==> src/rtl/mod3_frame_tx_pkg.sv <==
// Shared constants and FSM encoding for the mod-3 frame serializer.
package mod3_frame_tx_pkg;

    localparam int W_MIN   = 2;
    localparam int W_MAX   = 32;
    localparam int GAP_MIN = 0;
    localparam int GAP_MAX = 7;
    localparam int GAP_CW  = 3;

    typedef enum logic [2:0] {
        IDLE  = 3'd0,
        SHIFT = 3'd1,
        CATCH = 3'd2,
        GAPW  = 3'd3,
        HOLD  = 3'd4
    } state_e;

endpackage

==> src/rtl/mod3_frame_tx_piso.sv <==
// Parallel-in serial-out shifter with a down-counting bit index.
module piso_shifter #(
    parameter int W = 8
) (
    input  logic         clk,
    input  logic         rst_n,
    input  logic         load_i,
    input  logic         shift_i,
    input  logic [W-1:0] din_i,
    output logic         msb_o,
    output logic         first_o,
    output logic         last_o
);
    localparam int CW = $clog2(W);
    localparam logic [CW-1:0] CNT_TOP = CW'(W-1);

    logic [W-1:0]  sr_q,  sr_d;
    logic [CW-1:0] cnt_q, cnt_d;

    always_comb begin
        sr_d  = sr_q;
        cnt_d = cnt_q;
        if (load_i) begin
            sr_d  = din_i;
            cnt_d = CNT_TOP;
        end else if (shift_i) begin
            sr_d = {sr_q[W-2:0], 1'b0};
            // Counter parks at zero after the last bit rather than wrapping.
            if (cnt_q != '0) cnt_d = cnt_q - 1'b1;
        end
    end

    always_ff @(posedge clk or negedge rst_n) begin
        if (!rst_n) begin
            sr_q  <= '0;
            cnt_q <= '0;
        end else begin
            sr_q  <= sr_d;
            cnt_q <= cnt_d;
        end
    end

    assign msb_o   = sr_q[W-1];
    assign first_o = (cnt_q == CNT_TOP);
    assign last_o  = (cnt_q == '0);

endmodule

==> src/rtl/mod3_frame_tx.sv <==
// Serializes buffered words to an external mod-3 counter and returns {word, verdict} records.
module mod3_frame_tx
    import mod3_frame_tx_pkg::*;
#(
    parameter int W   = 8,
    parameter int GAP = 1
) (
    input  logic         clk,
    input  logic         rst_n,
    input  logic         in_valid,
    input  logic [W-1:0] in_data,
    output logic         in_ready,
    output logic         start,
    output logic         stop,
    output logic         data,
    input  logic         result,
    output logic         out_valid,
    output logic [W-1:0] out_word,
    output logic         out_div3,
    input  logic         out_ready
);
    localparam int GAP_L = (GAP > 0) ? GAP - 1 : 0;
    localparam logic [GAP_CW-1:0] GAP_LAST = GAP_CW'(GAP_L);

    state_e              state_q, state_d;
    logic                en_q;
    logic                buf_full_q, buf_full_d;
    logic [W-1:0]        buf_q, buf_d;
    logic [W-1:0]        tag_q, tag_d;
    logic [GAP_CW-1:0]   gap_q, gap_d;
    logic                ov_q, ov_d;
    logic [W-1:0]        word_q, word_d;
    logic                div3_q, div3_d;
    logic                load, shift, decide;
    logic                sh_msb, sh_first, sh_last;

    piso_shifter #(.W(W)) u_piso (
        .clk     (clk),
        .rst_n   (rst_n),
        .load_i  (load),
        .shift_i (shift),
        .din_i   (buf_q),
        .msb_o   (sh_msb),
        .first_o (sh_first),
        .last_o  (sh_last)
    );

    always_comb begin
        state_d    = state_q;
        buf_full_d = buf_full_q;
        buf_d      = buf_q;
        tag_d      = tag_q;
        gap_d      = gap_q;
        ov_d       = ov_q;
        word_d     = word_q;
        div3_d     = div3_q;
        load       = 1'b0;
        shift      = 1'b0;
        decide     = 1'b0;

        if (ov_q && out_ready) ov_d = 1'b0;
        if (in_valid && in_ready) begin
            buf_full_d = 1'b1;
            buf_d      = in_data;
        end

        case (state_q)
            IDLE:  decide = 1'b1;
            SHIFT: begin
                shift = 1'b1;
                if (sh_last) state_d = CATCH;
            end
            CATCH: begin
                ov_d   = 1'b1;
                word_d = tag_q;
                div3_d = result;
                if (GAP > 0) begin
                    state_d = GAPW;
                    gap_d   = GAP_LAST;
                end else begin
                    decide = 1'b1;
                end
            end
            GAPW: begin
                if (gap_q == '0) decide = 1'b1;
                else             gap_d  = gap_q - 1'b1;
            end
            HOLD:    decide = 1'b1;
            default: state_d = IDLE;
        endcase

        // A frame may only start once the record slot is free next cycle, so the
        // next CATCH can never overwrite an untaken record.
        if (decide) begin
            if (buf_full_q && !ov_d) begin
                load       = 1'b1;
                tag_d      = buf_q;
                buf_full_d = 1'b0;
                state_d    = SHIFT;
            end else if (ov_d) begin
                state_d = HOLD;
            end else begin
                state_d = IDLE;
            end
        end
    end

    always_ff @(posedge clk or negedge rst_n) begin
        if (!rst_n) begin
            state_q    <= IDLE;
            en_q       <= 1'b0;
            buf_full_q <= 1'b0;
            buf_q      <= '0;
            tag_q      <= '0;
            gap_q      <= '0;
            ov_q       <= 1'b0;
            word_q     <= '0;
            div3_q     <= 1'b0;
        end else begin
            state_q    <= state_d;
            en_q       <= 1'b1;
            buf_full_q <= buf_full_d;
            buf_q      <= buf_d;
            tag_q      <= tag_d;
            gap_q      <= gap_d;
            ov_q       <= ov_d;
            word_q     <= word_d;
            div3_q     <= div3_d;
        end
    end

    assign in_ready  = en_q & ~buf_full_q;
    assign start     = (state_q == SHIFT) & sh_first;
    assign stop      = (state_q == SHIFT) & sh_last;
    assign data      = (state_q == SHIFT) & sh_msb;
    assign out_valid = ov_q;
    assign out_word  = word_q;
    assign out_div3  = div3_q;

endmodule

==> config.mk <==
export PLATFORM = sky130hd
export DESIGN_NAME = mod3_frame_tx
export DESIGN_NICKNAME = d
export VERILOG_FILES = /design/src/rtl/mod3_frame_tx_pkg.sv /design/src/rtl/mod3_frame_tx_piso.sv /design/src/rtl/mod3_frame_tx.sv
export SDC_FILE = /design/constraint.sdc
export NUM_CORES = 1
export LEC_CHECK = 0
export BUFFER_PORTS_ARGS = -buffer_cell sky130_fd_sc_hd__buf_4
export CORE_UTILIZATION = 50
export CTS_CLUSTER_DIAMETER = 40
export DETAILED_ROUTE_END_ITERATION = 16
export GPL_ROUTABILITY_DRIVEN = 0
export HOLD_SLACK_MARGIN = 0.12
export PLACE_DENSITY = 0.71
export SLEW_MARGIN = 20
export SYNTH_ARGS = -nofsm -noshare
export SYNTH_HDL_FRONTEND = slang
export SYNTH_SLANG_ARGS = --single-unit
==> constraint.sdc <==
create_clock -name clk -period 2.2 [get_ports clk]
set_clock_uncertainty 0.05 [all_clocks]
set_input_delay 0.22 -clock clk [delete_from_list [all_inputs] [get_ports clk]]
set_output_delay 0.22 -clock clk [all_outputs]
set_load 0.05 [all_outputs]
## After elaboration in Yosys (flattened, before gate mapping)

Index checks and enable logic that the tools add are counted.

- Word-level logic and storage cells: 65
- Latch bits: 0
- Memories kept: 0
- Bits in read-only memories: 0
- Output and inout port bits: 14
- Input bits: 13
- Register bits: 45
- RAM bits: 0

- Add/subtract/negate cells: 2
- Reduce and logical (&&, ||, !) cells: 17
- Shift operators: 0
- Equality and inequality tests: 8
- Multiply operators: 0
- Muxes and demuxes: 22
- Bitwise gates (word level): 5
- Div/mod/pow operators: 0
- $lt $le $gt $ge: 0

Operators with widths:

| cell | count |
|---|---|
| 2-to-1 mux 3 bit | 8 |
| 2-to-1 mux 8 bit | 2 |
| zero test 3 bit | 3 |
| 2-to-1 mux 1 bit | 9 |
| case mux 3 bit (3 select lines) | 1 |
| AND reduction 2 bit | 4 |
| equality test 3 x 2 -> 1 bit, second input constant | 2 |
| equality test 3 bit, second input constant | 2 |
| case mux 3 bit (2 select lines) | 1 |
| nonzero test 2 bit | 3 |
| subtractor 3 x 1 -> 3 bit, second input constant | 2 |
| bitwise AND 1 bit | 4 |
| equality test 3 x 1 -> 1 bit, second input constant | 1 |
| logical AND 1 bit | 3 |
| != test 3 bit, second input constant | 1 |
| nonzero test 3 bit | 1 |
| OR reduction 3 bit | 1 |
| != test 2 x 1 -> 1 bit, second input constant | 1 |
| != test 2 bit, second input constant | 1 |
| case mux 1 bit (2 select lines) | 1 |
| OR reduction 2 bit | 1 |
| zero test 1 bit | 1 |
| inverter 1 bit | 1 |

## Logic depth before layout (Yosys ltp)

- Depth in word-level cells: 9
- Mapped depth: 7

## Cells and area by module

Synthesis repeated with hierarchy kept, for this count alone.

- Cell total of the unflattened synthesis: 153
- Area, all modules: 1971.9 um2

By module, submodules not included:

| module | times used | cells each | area an instance (um2) |
|---|---|---|---|
| mod3_frame_tx | 1 | 98 | 1398.8 |
| piso_shifter | 1 | 55 | 573.0 |

## Least setup slack after synthesis

OpenSTA, ideal clock, no wires.

- Path type: flip-flop to flip-flop
- Start: reg buf_full_q
- End: reg buf_q[0]
- Stages on the path, launching flop included: 4
- Setup time: 125 ps
- Arrival: 1846 ps
- Required time: 2025 ps
- Setup slack: 179 ps
- Path through: dfrtp_1 nor2b_1 nand2_1 mux2_2

- Word-level cells in the longest chain between the ends: 3

RTL lines:

| what | line | RTL |
|---|---|---|
| start, declared | mod3_frame_tx.sv:27 | `logic buf_full_q, buf_full_d;` |
| start signal, assigned | mod3_frame_tx.sv:122 | `buf_full_q <= buf_full_d;` |
| inverter 1 bit | mod3_frame_tx.sv:132 | `assign in_ready = en_q & ~buf_full_q;` |
| bitwise AND 1 bit | mod3_frame_tx.sv:132 |  |
| via in_ready | mod3_frame_tx.sv:12 | `output logic in_ready,` |
| logical AND 1 bit | mod3_frame_tx.sv:62 | `if (in_valid && in_ready) begin` |
| end signal, assigned | mod3_frame_tx.sv:123 | `buf_q <= buf_d;` |
| end, declared | mod3_frame_tx.sv:28 | `logic [W-1:0] buf_q, buf_d;` |

The timed path passes the listed nets, and every way through them passes these cells.
A chain may end at the register's enable or synchronous reset.

## Worst setup path in the final report

- Start: reg state_q[0]
- End: out start

- Word-level cells in the longest chain between the ends: 2

RTL lines:

| what | line | RTL |
|---|---|---|
| start, declared | mod3_frame_tx.sv:25 | `state_e state_q, state_d;` |
| start signal, assigned | mod3_frame_tx.sv:120 | `state_q <= state_d;` |
| equality test 3 x 1 -> 1 bit | mod3_frame_tx.sv:133 | `assign start = (state_q == SHIFT) & sh_first;` |
| bitwise AND 1 bit | mod3_frame_tx.sv:133 |  |
| end, declared | mod3_frame_tx.sv:13 | `output logic start,` |

No other way between the ends.

==> impl_metrics.py <==
metrics = {
    "grt": {
        "track_usage_pct": 20.17,
        "grt_max_degree": 46,
        "grt_antenna_before_repair": 0,
        "grt.overflow.total": 0,
        "first_global_vias": 1328,
        "grt_first_pass_wirelength_mm": 6.299,
    },
    "yosys": {
        "syn-num-nets": 185,
        "ys_seq_area_share_pct": 56.64,
        "synth_edf_count": 0,
        "syn_area_per_cell_sq_um": 11.91,
        "yosys-mux-area-fraction_pct": 11.39,
        "ys_warn_count": 0,
        "synth_xor_area_share_pct": 0,
        "synthSimpleGateAreaFrac_pct": 10.20,
        "syn-cell-area_sq_mm": 0.001988,
        "synth_async_sr_flop_share_pct": 100.0,
        "synth_compound_area_share_pct": 13.28,
        "synth_cell_type_count": 35,
        "synthFlopType": "dfrtp_1",
        "synth_fa_ha_area_share_pct": 3.147,
        "synth_top_family_by_area": "compound AO/OA/AOI/OAI gates",
        "synthCells": 167,
        "ys_ff_latch": 45,
    },
    "clocking": {
        "ctsLongestPathBuffers": 2,
        "clk_latency_ns": 0.29,
        "numCtsBuffers": 5,
        "clkSlewWorstSetupHoldPaths_ns": 0.09,
        "cts_root_buf": "clkbuf_8",
        "cts.repair.resized": 0,
        "cts_tree": "yes",
        "cts.sinks": 45,
        "htreeDepth": 2,
    },
    "detailed_routing": {
        "via_count": 1393,
        "drt_iter0_markers": 61,
        "drc": 0,
        "vias_per_cell": 5.484,
        "antenna_left": 0,
        "wl_per_cell_um": 14.71,
        "routed_wl_mm": 3.736,
        "drt_pass1_iterations": 4,
    },
    "pwr": {
        "cellLeakagePower_uw": 0.001113,
        "powerDensity_mw_per_mm2": 1522,
        "vdd_ir_drop_max_mv": 0.6647,
    },
    "worst_setup_path": {
        "arrival_ns": 1.75,
        "critical_path_class": "flip-flop to output port",
        "crit_path_max_fanout": 10,
        "r2r-start": "gap_q[0]",
        "worstSetupStartpointType": "flip-flop",
        "r2r_end": "u_piso.sr_q[2]",
        "rrSetupSlack_ns": 0.23,
        "cp-end-kind": "output port",
        "required_ns": 1.93,
        "reg2reg_depth": 6,
    },
    "floorplanning": {
        "rows": 22,
        "io_pins": 27,
        "die_h_um": 65.06,
        "core_sq_mm": 0.003744,
        "start_util_pct": 53.11,
        "die-area_sq_mm": 0.004233,
        "die-width_um": 65.06,
    },
    "cells_and_area": {
        "layout_commonest_cell": "dfrtp_1",
        "diodes": 0,
        "fillers": 293,
        "areaGrowthSynthToFinish_pct": 22.22,
        "drive_gt1_share_pct": 28.64,
        "nets": 223,
        "fin_area_sq_mm": 0.002430,
        "mostFrequentLayoutCells": "dfrtp_1 (45), buf_4 (28), nand2_1 (18)",
    },
    "timing": {
        "maxSlewViolCount": 0,
        "maxSlewHeadroom_pct": 63.27,
        "setup_tns_ns": 0,
        "post-route-min-period_ns": 2.017,
        "fmax_mhz": 495.8,
        "tightest_slew_ns": 0.5497,
        "hold_violations": 0,
        "post-route-period-util_pct": 91.68,
        "rsz0062_at_grt": "false",
        "finalSetupViolations": 0,
    },
    "placed_design": {
        "placed_cell_area_sq_mm": 0.002205,
        "port_buffers": 26,
        "dpl.hpwl_mm": 2.597,
    },
    "job": {
        "drv_cap": 0,
    },
    "run_status": {
        "outcome": "finished, final reports clean",
    },
    "min_path": {
        "hp-class": "primary input to asynchronous set/reset pin",
    },
}
==> report_power, final <==
part           internal (uW)  switching, uW  leakage (uW)  total [uW]
Clock                    340            285     0.0000543         625
Sequential              1180            251      0.000552        1430
Combinational            648            992      0.000507        1640
==> metal layers <==
metal  wire, um  GRT usage (%)  vias up
li1           -              -      661
met1       1728          26.60      689
met2       1824          32.16       38
met3        136          4.401        5
met4         46          8.424        0
met5          0              0        -
==> metrics by stage <==
stage                     instances  util [%]  total power [uW]  hold slack [ns]  setup WS, ns
after floorplan                 167         -              2653          -0.1256        0.1790
after CTS                       254     64.91              3718           0.4167        0.1697
final                           254     64.91              3698           0.4004        0.1830
after global routing            254     64.91              3926           0.4563        0.1151
after global placement          235     58.89              2998           0.1910        0.3524
after detailed placement        235     58.89              3082           0.1984        0.2612
==> how the worst max path moves through the flow <==
stage | endpoint | from
after floorplan | buf_q[0] | buf_full_q
after global placement | u_piso.sr_q[7] | gap_q[0]
after detailed placement | u_piso.sr_q[3] | gap_q[0]
after CTS | start | state_q[0]
after global routing | tag_q[2] | gap_q[0]
final | start | state_q[0]
==> cell type report <==
class                   count  area (sq um)  share of cell area [%]
clock inverters             3         46.29                   1.905
flip-flops and latches     45          1126                   46.34
clock buffers               5         68.82                   2.832
inverters                  13         48.80                   2.008
well taps                  48         60.06                   2.472
repair buffers             39         320.3                   13.18
multi-input cells         101         759.5                   31.26
==> synthesized netlist by cell type, types with 2 or more instances <==
cell type  instances  share of area, %
a22oi_1            2              0.75
buf_2              4               1.0
buf_6              2               1.1
dfrtp_1           45                57
ha_1               5               3.1
inv_1             13               2.5
mux2_2            17               9.6
mux2i_1            2               1.0
nand2_1           18               3.4
nand2b_1           3              0.94
nand3_1            2              0.50
nor2_1             5              0.94
nor2b_1            3              0.94
o2111ai_1          7               3.1
o211ai_1           7               2.6
o21ai_0           12               3.0
o22ai_1            2              0.63
==> state kept, by name (all words and copies together), names as in the netlist <==
signal        cells
buf_q             8
out_word          8
tag_q             8
u_piso.sr_q       8
gap_q             3
state_q           3
u_piso.cnt_q      3
buf_full_q        1
en_q              1
out_div3          1
out_valid         1
==> critical path, stage by stage, from the launching register on <==
cell	delay (ns)
dfrtp_1	0.50
nor3b_1	0.52
and3_1	0.24
buf_4	0.19
==> cell families after synthesis <==
| group | after synthesis |
|---|---|
| multiplexers | 20 |
| buffers and inverters | 21 |
| flip-flops | 45 |
| other | 1 |
| adder cells (fa/ha/maj) | 5 |
| AO/OA/AOI/OAI | 36 |
| AND/OR/NAND/NOR | 39 |
==> timing repair <==
action                                 in CTS  in global routing
setup buffers                               0                  0
hold buffers                               11                  0
endpoints found under the hold margin      55                  0
setup endpoints to repair                   0                  0
Note: power is estimated with default switching activity, not from simulation.
